**src/rtl/seq_pkg.sv**
```systemverilog
// Shared definitions for the serial burst generator and the benches that observe it.
// Holds the FSM state encoding and the default register widths.
package seq_pkg;

    typedef enum logic [1:0] {
        IDLE = 2'd0,
        SEND = 2'd1,
        DONE = 2'd2
    } seq_state_t;

    localparam int SEQ_PW = 8;
    localparam int SEQ_CW = 4;

endpackage

```
**src/rtl/seq_gen.sv**
```systemverilog
// Serial burst generator: sends pattern[len:0] MSB-first, reps times back to back,
// then pulses done for one cycle. All outputs are registered.
module seq_gen
    import seq_pkg::*;
#(
    parameter int PW = SEQ_PW,
    parameter int CW = SEQ_CW
) (
    input  logic                  clk,
    input  logic                  reset,
    input  logic                  start,
    input  logic [PW-1:0]         pattern,
    input  logic [$clog2(PW)-1:0] len,
    input  logic [CW-1:0]         reps,
    output logic                  dout,
    output logic                  dvalid,
    output logic                  busy,
    output logic                  done
);

    localparam int LW = $clog2(PW);

    seq_state_t    state;
    logic [PW-1:0] pat_q;
    logic [LW-1:0] len_q;
    logic [LW-1:0] idx;     // index of the bit currently on dout
    logic [CW-1:0] frames;  // frames still to send, including the current one

    always_ff @(posedge clk) begin
        // NOTE: synchronous reset clears every register, including the captured operands,
        // so an aborted burst leaves nothing behind for the next one.
        if (!reset) begin
            state  <= IDLE;
            pat_q  <= '0;
            len_q  <= '0;
            idx    <= '0;
            frames <= '0;
            dout   <= 1'b0;
            dvalid <= 1'b0;
            busy   <= 1'b0;
            done   <= 1'b0;
        end else begin
            case (state)
                IDLE: begin
                    done   <= 1'b0;
                    dout   <= 1'b0;
                    dvalid <= 1'b0;
                    busy   <= 1'b0;
                    if (start) begin
                        pat_q  <= pattern;
                        len_q  <= len;
                        idx    <= len;
                        frames <= (reps == '0) ? CW'(1) : reps;
                        // First bit goes out straight from the inputs to meet 1-cycle latency.
                        dout   <= pattern[len];
                        dvalid <= 1'b1;
                        busy   <= 1'b1;
                        state  <= SEND;
                    end
                end

                SEND: begin
                    if (idx == '0) begin
                        if (frames > CW'(1)) begin
                            frames <= frames - CW'(1);
                            idx    <= len_q;
                            dout   <= pat_q[len_q];
                            dvalid <= 1'b1;
                        end else begin
                            dout   <= 1'b0;
                            dvalid <= 1'b0;
                            done   <= 1'b1;
                            state  <= DONE;
                        end
                    end else begin
                        idx  <= idx - LW'(1);
                        dout <= pat_q[idx - LW'(1)];
                    end
                end

                DONE: begin
                    // start seen here is deliberately dropped; the next burst needs a fresh request.
                    done  <= 1'b0;
                    busy  <= 1'b0;
                    state <= IDLE;
                end

                default: begin
                    dout   <= 1'b0;
                    dvalid <= 1'b0;
                    busy   <= 1'b0;
                    done   <= 1'b0;
                    state  <= IDLE;
                end
            endcase
        end
    end

endmodule

```
**config.mk**
```make
export PLATFORM = sky130hd
export DESIGN_NAME = seq_gen
export DESIGN_NICKNAME = d
export VERILOG_FILES = /design/src/rtl/seq_pkg.sv /design/src/rtl/seq_gen.sv
export SDC_FILE = /design/constraint.sdc
export NUM_CORES = 1
export LEC_CHECK = 0
export ABC_CLOCK_PERIOD_IN_PS = 5300
export CAP_MARGIN = 15
export CORE_MARGIN = 10
export CORE_UTILIZATION = 45
export DETAILED_ROUTE_END_ITERATION = 8
export GPL_ROUTABILITY_DRIVEN = 1
export PLACE_DENSITY = 0.66
export REMOVE_ABC_BUFFERS = 1
export SLEW_MARGIN = 15
export SYNTH_ARGS = -nofsm -noshare
export SYNTH_HDL_FRONTEND = slang
export SYNTH_SLANG_ARGS = --single-unit
```
**constraint.sdc**
```tcl
create_clock -name clk -period 5.3 [get_ports clk]
set_clock_uncertainty 0.05 [all_clocks]
set_input_delay 0.795 -clock clk [delete_from_list [all_inputs] [get_ports clk]]
set_output_delay 0.795 -clock clk [all_outputs]
set_load 0.03 [all_outputs]
```
---- After elaboration in Yosys (flattened, before gate mapping) ----
Cells that the tools add are included.
word-level totals
  bits in registers ....................... 24
  latch bits .............................. 0
  RAM bits ................................ 0
  memory bits (read-only) ................. 0
  word-level logic and storage cells ...... 63
  memories kept ........................... 0
operators by class
  add/sub/neg operators ................... 2
  $mul .................................... 0
  divide/modulo/power cells ............... 0
  order comparisons ....................... 4
  eq/ne operators ......................... 7
  shifts and indexed selects .............. 0
  multiplexer cells ....................... 28
  bitwise gates (word level) .............. 2
  reductions and logical operators ........ 11
operators by type and width
  kind                                                                  count
  4-bit two-way mux                                                     4
  3-bit by 4-bit < comparator with 1-bit output, second input constant  3
  1-bit binary-select mux with 3-bit select                             3
  1-bit two-way mux                                                     9
  3-bit two-way mux                                                     3
  2-bit inequality test, second input constant                          4
  4-bit one-hot mux with 2 select lines                                 1
  2-bit AND reduction                                                   4
  2-bit two-way mux                                                     3
  1-bit one-hot mux with 3 select lines                                 2
  3-bit one-hot mux with 2 select lines                                 1
  3-bit AND reduction                                                   2
  4-bit by 1-bit > comparator with 1-bit output, second input constant  1
  4-bit logical NOT                                                     1
  2-bit one-hot mux with 2 select lines                                 1
  4-bit AND reduction                                                   1
  4-bit by 1-bit subtractor with 4-bit output, second input constant    1
  3-bit logical NOT                                                     1
  3-bit inequality test, second input constant                          1
  3-bit by 1-bit subtractor with 3-bit output, second input constant    1
  2-bit by 1-bit == test with 1-bit output, second input constant       1
  2-bit == test, second input constant                                  1
  2-bit logical NOT                                                     1
  1-bit NOT                                                             2
  2 further kinds                                                       2

---- Logic depth before layout (Yosys ltp) ----
Gate-level depths: netlist of run 1.
  depth in word-level cells ............... 5
  gate-level depth with buffers ........... 7
  gate-level depth less buffers ........... 7

---- Worst setup path after synthesis of run 1 ----
No wires, ideal clock.
  path type ............................... input to register
  from .................................... input start
  to ...................................... register idx[1]
  arrival time ............................ 1820 ps
  path slack .............................. 3314 ps
  stages on the path ...................... 5
  buffers on the path ..................... 0
  path through ............................ nor2b_1 -> nor2b_1 -> a21oi_4 -> a211o_2 -> and3_1
on the way
  cells in the longest elaborated chain, start to end .. 2
RTL lines
  item                             RTL line       RTL
  start: declaration               seq_gen.sv:11  input logic start,
  2-bit inequality test (no line)  --
  3-bit AND reduction (no line)    --
  end signal: assignment           seq_gen.sv:52  idx <= len;
  end signal: assignment           seq_gen.sv:66  idx <= len_q;
  end signal: assignment           seq_gen.sv:76  idx <= idx - LW'(1);
  end: declaration                 seq_gen.sv:26  logic [LW-1:0] idx;
Every way passes these cells.
A chain may end at the register's enable or synchronous reset.

---- Worst setup path after layout of run 1 ----
Same ends and word-level chain as after synthesis.

==> results of run 1 <==
==> logic make-up (layout without fill, tap and decap cells) <==
logic type,Yosys count,count (layout),share of synthesized area [%]
AO/OA/AOI/OAI,42,42,22.0
flip-flops,24,24,34.9
AND/OR/NAND/NOR,68,68,24.9
XOR/XNOR,1,1,0.636
buffers and inverters,13,32,3.63
multiplexers,8,8,10.4
adder cells (fa/ha/maj),4,4,3.63
==> cell usage in the layout (no fill, tap or decap), types with 5 or more instances in the layout <==
| cell type | n |
|---|---|
| a21boi_0 | 14 |
| a21oi_1 | 5 |
| clkdlybuf4s50_1 | 21 |
| dfxtp_1 | 24 |
| inv_1 | 7 |
| mux4_2 | 5 |
| nand2_1 | 29 |
| nor2_1 | 10 |
| nor2b_1 | 7 |
| nor3_1 | 6 |
| o21ai_0 | 8 |
==> area by class of cell <==
class                      count  area [um^2]  area share (%)
multi-input combinational    123          847            51.6
sequential                    24          480            29.3
timing repair buffer          21          210            12.8
tap                           33         41.3            2.52
clock buffer                   4         36.3            2.21
inverter                       7         26.3            1.60
==> worst max-delay path, delay by kind of cell <==
kind                   cells  cell delay [ns]
and+or+nand+nor            3             1.15
AOI/OAI and AO/OA          2             0.47
buffers and inverters      1             0.46
==> metal layers <==
| metal | part of all wire [%] | wire [um] |
|---|---|---|
| met5 | 0 | 0 |
| met4 | 1.3 | 42 |
| met3 | 2.6 | 85 |
| met2 | 50 | 1610 |
| met1 | 46 | 1500 |
==> state kept, by name, indices dropped and copies added, names as in the netlist <==
signal and count:
dvalid 1, len_q 3, state 2, busy 1, dout 1, pat_q 8, idx 3, done 1
frames 4
==> final timing paths <==
| check | end | slack, ns |
|---|---|---|
| worst max-delay path | idx[1] | 2.60 |
| worst min-delay path | done | 0.41 |
| worst max register to register | dvalid | 3.17 |
| worst min register to register | done | 0.41 |
==> stage by stage <==
step / instance area (um^2) / setup slack [ns]
floorplan: 1350 / 3.00
global placement: 1610 / 2.32
detailed placement: 1610 / 2.25
CTS: 1640 / 2.61
global route: 1640 / 2.39
finish: 1640 / 2.60
==> where the power goes <==
part	switching [mW]	leakage (nW)	total, mW	internal [mW]
Clock	0.0556	0.0210	0.0975	0.0419
Sequential	0.0224	0.198	0.224	0.202
Combinational	0.0963	0.397	0.185	0.0887
Total	0.174	0.615	0.507	0.332
==> flow_metrics.env, run 1 <==
export IMPL_vias_per_cell=5.58
export IMPL_gp_congestion=0.825
export IMPL_irDropWorstVdd_uv=171
export IMPL_post_route_util_pct=54.7
export IMPL_ys_ff_latch=24
export IMPL_grt_pass1_vias=1243
export IMPL_io_pins=22
export IMPL_syn_mean_instance_area_um2=8.61
export IMPL_yosysTopAreaCell="dfxtp_1"
export IMPL_grtUsageTotal_pct=12.7
export IMPL_cts_root_buf="clkbuf_4"
export IMPL_startpoint_type="input pin"
export IMPL_worstPathArrival_ns=2.87
export IMPL_cts_resized=0
export IMPL_finalCritPeriodShare_pct=51.0
export IMPL_htree_levels=1
export IMPL_finalSetupViolCount=0
export IMPL_timing_critical_path_mode_cell="nor2b_1"
export IMPL_cap_viol_max_count=0
export IMPL_reg2reg_depth=7
export IMPL_crit_path_cell_trace="clkdlybuf4s50_1 > nor2b_1 > nor2b_1 > a21oi_4 > a211o_2 > and3_1"
export IMPL_synth_most_common_cell="nand2_1"
export IMPL_wl_um=3240
export IMPL_path_class="input pin to flop"
export IMPL_grtUsageMet2_pct=20.6
export IMPL_io_buffer_count=21
export IMPL_worst_hold_slack_ns=0.412
export IMPL_min_from="done"
export IMPL_maxSlewViolCount=0
export IMPL_grt_setup_unrepaired="no"
export IMPL_finalPower_uw=507
export IMPL_slew_headroom_pct=36.9
export IMPL_clock_fmax_mhz=370
export IMPL_cp_max_fo=13
export IMPL_grt_util_met1_pct=16.5
export IMPL_cts_setup_buffers=0
export IMPL_busiest_layer="met2"
export IMPL_finalNetCount=202
export IMPL_clk_latency_ns=0.31
export IMPL_numCtsBuffers=3
export IMPL_nFillCells=296
export IMPL_power_leakage_nw=0.615
export IMPL_cp_required_ns=5.47
export IMPL_cts_tree="yes"
export IMPL_detail_route_first_pass_iterations=4
export IMPL_cts_sinks=24
export IMPL_layout_drive_gt1_share_pct=8.94
export IMPL_hold_path_depth=2
export IMPL_ys_warn_count=0
export IMPL_drt_wirelength_per_cell_um=15.3
export IMPL_final_cells=212
export IMPL_cellPowerDensity_nw_per_um2=309
export IMPL_synth_top_area_share_pct=34.9
export IMPL_cp_slowest_cell="nor2b_1"
export IMPL_hpwl_um=2540
export IMPL_gr_total_overflow=0
export IMPL_ant_nets=0
export IMPL_synth_edf_count=0
export IMPL_drt_iter0_drc=60
export IMPL_die_y_um=75.3
export IMPL_hold_class="flop to flop"
export IMPL_die_w_um=75.3
export IMPL_drc=0
export IMPL_antenna_cells=0
export IMPL_grt_max_degree=25
export IMPL_syn_to_final_growth_pct=19.2
export IMPL_antenna_found_initial=0
export IMPL_vias=1182
export IMPL_grt_pass1_wl_um=5690
export IMPL_seq_area_frac_synth_pct=34.9
export IMPL_met3_usage_pct=2.47
export IMPL_dp_cells=208
export IMPL_tns_ns=0
export IMPL_yosys_top_cells_area="dfxtp_1 (35%), mux4_2 (8.2%), nand2_1 (7.9%)"
export IMPL_core_area_um2=3000
export IMPL_num_rows=20
export IMPL_ys_async_sr_fraction_pct=0
export IMPL_status="finished, final reports clean"
export IMPL_die_area_um2=5670
export IMPL_critical_path_max_stage_delay_ns=0.78
export IMPL_synthTopCellsByCount="nand2_1 (29), dfxtp_1 (24), a21boi_0 (14), nor2_1 (10), o21ai_0 (8)"
export IMPL_hold_buffers=0
export IMPL_crit_path_start="start"
export IMPL_ys_types=38
export IMPL_syn_instance_count=160
export IMPL_start_util_pct=45.9
export IMPL_worst_pin_slew_ns=0.945
export IMPL_min_period_ns=2.70
export IMPL_critPathCaptureType="flop"
export IMPL_clk_pin_slew_ns=0.14
export IMPL_synthesis_area_um2=1380
export IMPL_hold_viol=0
export IMPL_r2r_start="idx[0]"
export IMPL_clockBufferDepth=2
export IMPL_ys_flop_type="dfxtp_1"
No activity file was read; power rests on OpenSTA's default activity.
==> run 2, diff against run 1 <==
--- a/config.mk
+++ b/config.mk
@@ -5,7 +5,7 @@
 export SDC_FILE = /design/constraint.sdc
 export NUM_CORES = 1
 export LEC_CHECK = 0
-export ABC_CLOCK_PERIOD_IN_PS = 5300
+export ABC_CLOCK_PERIOD_IN_PS = 2700
 export CAP_MARGIN = 15
 export CORE_MARGIN = 10
 export CORE_UTILIZATION = 45
==> constraint.sdc (replaced) <==
create_clock -name clk -period 2.7 [get_ports clk]
set_clock_uncertainty 0.05 [all_clocks]
set_input_delay 0.405 -clock clk [delete_from_list [all_inputs] [get_ports clk]]
set_output_delay 0.405 -clock clk [all_outputs]
set_load 0.03 [all_outputs]
==> run 2 against run 1 <==
Global-route usage shrank 0.62 points; sequential cell count is the same; via count shrank 1.4%; register-to-register slack lost 2.6 ns; non-clock buffer count grew 2; core utilization grew 0.50 points; combinational power grew 100%; sequential power grew 96%; final cell count grew 0.94%; largest power group unchanged.
==> flow_metrics.env, run 2 (synthesized netlist as in run 1, its figures left out) <==
export IMPL_hpwl_um=2530
export IMPL_cts_setup_buffers=0
export IMPL_grt_setup_unrepaired="no"
export IMPL_start_util_pct=45.9
export IMPL_gp_congestion=0.829
export IMPL_irDropWorstVdd_uv=261
export IMPL_die_w_um=75.3
export IMPL_largest_reg_flops=8
export IMPL_grtUsageTotal_pct=12.1
export IMPL_cap_viol_max_count=0
export IMPL_critical_path_max_stage_delay_ns=0.53
export IMPL_die_y_um=75.3
export IMPL_drt_wirelength_per_cell_um=14.9
export IMPL_grt_pass1_wl_um=5290
export IMPL_slew_headroom_pct=49.9
export IMPL_finalPower_uw=999
export IMPL_ant_nets=0
export IMPL_p_sw_uw=341
export IMPL_hold_viol=0
export IMPL_tns_ns=0
export IMPL_worstPathArrival_ns=2.29
export IMPL_antenna_found_initial=0
export IMPL_power_internal_uw=658
export IMPL_cts_sinks=24
export IMPL_final_common_cell="nand2_1"
export IMPL_syn_to_final_growth_pct=20.3
export IMPL_top_regs="pat_q (8), frames (4)"
export IMPL_pwr_share_seq_pct=43.9
export IMPL_layout_drive_gt1_share_pct=9.94
export IMPL_finalCritPeriodShare_pct=78.6
export IMPL_startpoint_type="flop"
export IMPL_cp_max_fo=8
export IMPL_cts_tree="yes"
export IMPL_cp_slowest_cell="or4_4"
export IMPL_min_period_ns=2.12
export IMPL_p_comb_share_pct=37.1
export IMPL_drc=0
export IMPL_path_class="flop to flop"
export IMPL_vias=1166
export IMPL_regMostFlops="pat_q"
export IMPL_power_leakage_nw=0.625
export IMPL_hold_class="flop to flop"
export IMPL_vias_per_cell=5.45
export IMPL_crit_path_cell_trace="inv_1 > ha_1 > nand2b_4 > or4_4 > a21oi_4 > o21ai_0 > and3_1"
export IMPL_wl_um=3190
export IMPL_io_buffer_count=21
export IMPL_p_sw_share_pct=34.2
export IMPL_die_area_um2=5670
export IMPL_clock_fmax_mhz=471
export IMPL_htree_levels=1
export IMPL_clk_pin_slew_ns=0.13
export IMPL_gr_total_overflow=0
export IMPL_detail_route_first_pass_iterations=4
export IMPL_numCtsBuffers=3
export IMPL_cts_root_buf="clkbuf_4"
export IMPL_clockPowerShare_pct=19.0
export IMPL_grt_max_degree=25
export IMPL_clockBufferDepth=2
export IMPL_grt_pass1_vias=1139
export IMPL_clk_latency_ns=0.31
export IMPL_layout_common_cells="nand2_1 (29), dfxtp_1 (24), clkdlybuf4s50_1 (21)"
export IMPL_worst_pin_slew_ns=0.749
export IMPL_hold_buffers=0
export IMPL_finalSetupViolCount=0
export IMPL_cts_resized=0
export IMPL_worst_hold_slack_ns=0.407
export IMPL_critPathCaptureType="flop"
export IMPL_num_rows=20
export IMPL_io_pins=22
export IMPL_antenna_cells=0
export IMPL_status="finished, final reports clean"
export IMPL_core_area_um2=3000
export IMPL_maxSlewViolCount=0
export IMPL_drt_iter0_drc=47
export IMPL_cp_required_ns=2.87
export IMPL_finalNetCount=204
export IMPL_r2r_slack_ns=0.58
export IMPL_cellPowerDensity_nw_per_um2=603
-- run 2: changes by cell type in the layout (fill, tap and decap cells not counted), sizes merged --
| cell | before | now |
|---|---|---|
| buf | 0 | 2 |
-- run 2: cell type report --
| class | instances | area, um^2 |
|---|---|---|
| Sequential cell | 24 | 480 |
| Inverter | 7 | 26.3 |
| Timing Repair Buffer | 23 | 225 |
| Tap cell | 33 | 41.3 |
| Multi-Input combinational cell | 123 | 847 |
| Fill cell | 290 | 1350 |
| Clock buffer | 4 | 36.3 |
-- run 2: worst max-delay path: cells and delay by family, from the launching register on --
kind	cells	cell delay [ns]
AND/OR/NAND/NOR	3	0.80
buffers and inverters	1	0.11
AO/OA/AOI/OAI	2	0.37
flip-flops	1	0.39
adder cells (fa/ha/maj)	1	0.30
-- run 2: path summary, 6_finish.rpt --
kind                              from  depth (start not counted)     end
worst max-delay path            idx[0]                          7  dvalid
worst min register to register    done                          2    done
worst max register to register  idx[0]                          7  dvalid
worst min-delay path              done                          2    done
-- run 2: metal layers --
metal / track usage [%] / part of all wire, %
met5: 0 / 0
met4: 5.36 / 2.2
met3: 2.86 / 2.4
met2: 19.5 / 49
met1: 15.0 / 46
-- run 2: metrics by stage --
step	area, um^2	util, %	cells	worst slack (ns)
detailed placement	1620	54.0	210	0.580
CTS	1660	55.2	214	0.568
floorplan	1350	-	154	0.791
finish	1660	55.2	214	0.579
global placement	1620	54.0	210	0.549
global route	1660	55.2	214	0.346
-- run 2: power groups by stage --
| stage | clock [mW] | sequential, mW | combinational, mW |
|---|---|---|---|
| after floorplan | 0 | 0.448 | 0.250 |
| final | 0.190 | 0.438 | 0.370 |
| after detailed placement | 0 | 0.446 | 0.370 |
| after global routing | 0.218 | 0.448 | 0.411 |
| after global placement | 0 | 0.444 | 0.362 |
| after CTS | 0.199 | 0.438 | 0.372 |
